**src/rtl/pc_seq.sv**
```systemverilog
// rtl/pc_seq.sv - program-counter sequencer driving the return-address stack
// Two-phase FETCH/EXEC sequencer; stack errors and HLT park it in HALT until reset.
module pc_seq #(
    parameter int             AW       = 12,
    parameter logic [AW-1:0]  RESET_PC = '0,
    parameter int             DEPTH    = 4
) (
    input  logic          ck,
    input  logic          res,
    input  logic [3:0]    kind,
    input  logic [AW-1:0] target,
    input  logic          zflag,
    input  logic [AW-1:0] stack_d,
    input  logic [2:0]    sp,
    output logic [AW-1:0] pc,
    output logic [AW-1:0] one_addr,
    output logic          ck2,
    output logic          halted,
    output logic [1:0]    err
);

    typedef enum logic [1:0] {
        S_FETCH = 2'd0,
        S_EXEC  = 2'd1,
        S_HALT  = 2'd2
    } state_t;

    localparam logic [3:0] K_BZ  = 4'b0100;
    localparam logic [3:0] K_JMP = 4'b0101;
    localparam logic [3:0] K_JSB = 4'b0110;
    localparam logic [3:0] K_RET = 4'b0111;
    localparam logic [3:0] K_HLT = 4'b1111;
    localparam logic [3:0] DEPTH_L = 4'(DEPTH);

    state_t        state_q, state_d;
    logic [AW-1:0] pc_q, pc_d;
    logic [1:0]    err_q, err_d;
    logic          ck2_q;
    logic [AW-1:0] pc_inc;
    logic          stack_full, stack_empty;

    assign pc_inc      = pc_q + AW'(1);
    assign stack_full  = {1'b0, sp} >= DEPTH_L;
    assign stack_empty = (sp == 3'd0);

    always_ff @(posedge ck or posedge res) begin
        if (res) begin
            state_q <= S_FETCH;
            pc_q    <= RESET_PC;
            err_q   <= 2'b00;
            ck2_q   <= 1'b1;
        end else begin
            state_q <= state_d;
            pc_q    <= pc_d;
            err_q   <= err_d;
            ck2_q   <= (state_d == S_FETCH);
        end
    end

    // Error checks come first so a faulting JSB/RET never touches pc.
    always_comb begin
        state_d = state_q;
        pc_d    = pc_q;
        err_d   = err_q;
        case (state_q)
            S_FETCH: state_d = S_EXEC;
            S_EXEC: begin
                state_d = S_FETCH;
                case (kind)
                    K_JMP: pc_d = target;
                    K_BZ:  pc_d = zflag ? target : pc_inc;
                    K_JSB: begin
                        if (stack_full) begin
                            err_d[0] = 1'b1;
                            state_d  = S_HALT;
                        end else begin
                            pc_d = target;
                        end
                    end
                    K_RET: begin
                        if (stack_empty) begin
                            err_d[1] = 1'b1;
                            state_d  = S_HALT;
                        end else begin
                            pc_d = stack_d;
                        end
                    end
                    K_HLT:   state_d = S_HALT;
                    default: pc_d = pc_inc;
                endcase
            end
            default: state_d = S_HALT;
        endcase
    end

    always_comb begin
        pc       = pc_q;
        one_addr = pc_inc;
        ck2      = ck2_q;
        halted   = (state_q == S_HALT);
        err      = err_q;
    end

endmodule

```
**config.mk**
```make
export PLATFORM = sky130hd
export DESIGN_NAME = pc_seq
export DESIGN_NICKNAME = d
export VERILOG_FILES = /design/src/rtl/pc_seq.sv
export SDC_FILE = /design/constraint.sdc
export NUM_CORES = 1
export LEC_CHECK = 0
export ABC_AREA = 1
export CORE_UTILIZATION = 46
export DETAILED_ROUTE_END_ITERATION = 8
export GPL_TIMING_DRIVEN = 0
export PLACE_DENSITY = 0.85
export SKIP_LAST_GASP = 1
export SYNTH_ARGS = -nofsm -noshare
export SYNTH_HDL_FRONTEND = slang
export SYNTH_SLANG_ARGS = --single-unit
export TNS_END_PERCENT = 100
```
**constraint.sdc**
```tcl
create_clock -name ck -period 3.3 [get_ports ck]
set_input_delay 0.66 -clock ck [delete_from_list [all_inputs] [get_ports ck]]
set_output_delay 0.66 -clock ck [all_outputs]
set_load 0.05 [all_outputs]
```
==> results.md <==
* Fin crit share at 0.900
* TritonCTS Buffers at 3
* #FFs+latches synth at 17
* Post-route non-filler standard cell count at 349
* Drt drc at 0
* Layout Utilization at 0.714
* DRT iter0 DRCs at 75
* Routed Antenna Nets at 0
* Top FF cell, synth: dfrtp_1
* Clk buf depth at 2
* Synth top area share at 0.269
* Worst hold-check path type: reg2reg
* Input/output buffers at 61
* Syn. warnings at 0
* Post-synth net total at 275
* Vias in the first global route at 1483
* Worst Path Max Fanout at 7
* Setup TNS at 0 ns
* Nets@finish at 341
* Num rows at 20
* Max VDD drop at 0.256 mV
* Worst-Margin Slew at 0.688 ns
* Outcome: completed
* Pwr dens at 192 nW/um^2
* Leak at 1.05 nW
* Max-slew violations at 0
* P&R area growth vs syn at 46.6%
* Arrival time at the worst endpoint at 2.31 ns
* Clock root buffer: clkbuf_4
* Die Span Y at 58.8 um
* PostCTS Resize Cnt at 0
* Total grt overflow at 0
* Worst-path clk slew at 0.12 ns
* Number of flops mapped to enable cells by yosys at 0
* Hold WS at 0.483 ns
* GP Congestion at 0.826
* Die width at 58.8 um
* Fillers at 274
* # setup viols final at 0
* Top area cells in the synthesized netlist: dfrtp_1, nand2_1, nor2_1, nand3_1, inv_1
* IO Count at 62
* Most frequent cells after synthesis: nand2_1, nor2_1, inv_1, nand3_1, dfrtp_1
* CP endpoint kind: primary output
* Placed insts at 345
* H-tree depth at 1
* Syn Inst Count at 240
* CP startpoint kind: register
* Count leader, synth: nand2_1
* Drt pass-1 iters at 5
* Clock skew after layout at 0.00808 ns
* CTS Sinks at 17
* Final instance area at 2180 um^2
* Routed length per instance at 11.6 um
* Unique masters post-synth at 26
* Unrepaired setup endpoints after global routing: no
* Initial core utilization at 0.487
* Worst-skew pair later-pin latency at 0.31 ns
* Share of layout cells above drive strength 1 at 0.0820
* Seq/Total Area, Yosys at 0.287
* Data required time of the worst path at 2.64 ns
* CORE AREA at 3050 um^2
* CTS tree: done
* Hold buffers post-CTS at 0
* DIE AREA at 3460 um^2
* Detailed placement HPWL at 3.23 mm
* First-pass GRT wire length at 6.52 mm
* Max Cap Violations at 0
* Avg Cell Area, Syn at 6.19 um^2
* Max_slew headroom at 0.541
* Yosys top cell by area: dfrtp_1
* Initial antenna violation count at 0
* Post-Syn Area at 1490 um^2
* Diode count at 0
* Gr usage total at 0.251
* Routed wire length at 4.04 mm
* Via count of the routed design at 1747
* Crit Path Class: reg2out
* Via density at 5.01
* Pin count of the biggest net entering global routing at 18
* F_max at 337 MHz
* DP Area at 2150 um^2
* Tmin final at 2.97 ns
* Fin. Hold Viols at 0
* Synth async-reset ratio at 1.00
* Post-CTS setup buffers at 0
==> final cells by class <==
cell class | count | area (um^2) | area share
plain buffers | 3 | 23.8 | 0.0109
clock buffers | 3 | 22.5 | 0.0103
clock inverters | 1 | 5.00 | 0.00230
inverters | 35 | 131 | 0.0603
multi-input cells | 185 | 905 | 0.415
flip-flops and latches | 17 | 427 | 0.196
well taps | 44 | 55.1 | 0.0253
repair buffers | 61 | 611 | 0.280
==> sequential cells by signal, indices dropped and copies added, names as in the netlist <==
name and count:
state_q 2, ck2 1, err 2, pc 12
==> worst paths after layout <==
path	from	slack, ns	cells past startpoint	endpoint
worst max-delay path	pc[3]$_DFFE_PP0P_	0.33	6	one_addr[7]
worst min-delay path	err[0]$_DFFE_PP0P_	0.48	1	err[0]$_DFFE_PP0P_
max in group asynchronous	res	2.12	2	pc[0]$_DFFE_PP0P_
worst min register to register	err[0]$_DFFE_PP0P_	0.48	1	err[0]$_DFFE_PP0P_
worst max register to register	pc[1]$_DFFE_PP0P_	1.88	10	pc[4]$_DFFE_PP0P_
min in group asynchronous	res	0.74	2	pc[1]$_DFFE_PP0P_
==> report_power, final <==
group / internal [mW] / switching (mW)
sequential: 0.208 / 0
clock: 0.0452 / 0.0774
combinational: 0.0466 / 0.0411
==> cell usage in the layout (no fill, tap or decap), types with 3 or more instances in the layout <==
| master | Yosys | final |
|---|---|---|
| nand2_1 | 75 | 75 |
| clkdlybuf4s50_1 | 0 | 61 |
| nor2_1 | 36 | 36 |
| inv_1 | 33 | 33 |
| nand3_1 | 25 | 25 |
| dfrtp_1 | 16 | 16 |
| nand4_1 | 11 | 11 |
| a21oi_1 | 7 | 7 |
| and2_1 | 7 | 7 |
| nor2_2 | 4 | 4 |
| o21ai_0 | 4 | 4 |
| nand2_2 | 3 | 3 |
| clkbuf_4 | 0 | 3 |
==> routing by layer <==
| metal | vias to the layer above | GRT usage | routed length [um] |
|---|---|---|---|
| met2 | 70 | 0.420 | 1960 |
| met3 | 8 | 0.0527 | 260 |
| met1 | 781 | 0.320 | 1740 |
| met5 | - | 0 | 0 |
| met4 | 0 | 0.0884 | 82 |
| li1 | 888 | - | - |
==> worst max-delay path, stage by stage (launching register included) <==
cell and delay [ns]:
dfrtp_1 0.48, nand2_1 0.17, nor2_2 0.25, nand2_1 0.08
nand2_1 0.08, and2_1 0.13, clkdlybuf4s50_1 0.82
==> cells by family (layout without fill, tap and decap cells) <==
| logic type | Yosys count | count (layout) | share of synthesized area |
|---|---|---|---|
| compound gates | 16 | 16 | 0.0690 |
| fa+ha+maj | 1 | 1 | 0.00842 |
| buf+inv | 38 | 103 | 0.104 |
| flops | 17 | 17 | 0.287 |
| simple gates | 168 | 168 | 0.531 |
==> stage by stage <==
stage | power (mW) | worst slack (ns)
global route | 0.441 | 0.180
global placement | 0.299 | 0.700
detailed placement | 0.300 | 0.663
CTS | 0.419 | 0.314
floorplan | 0.249 | 0.706
finish | 0.419 | 0.330
No activity file was read; power rests on OpenSTA's default activity.
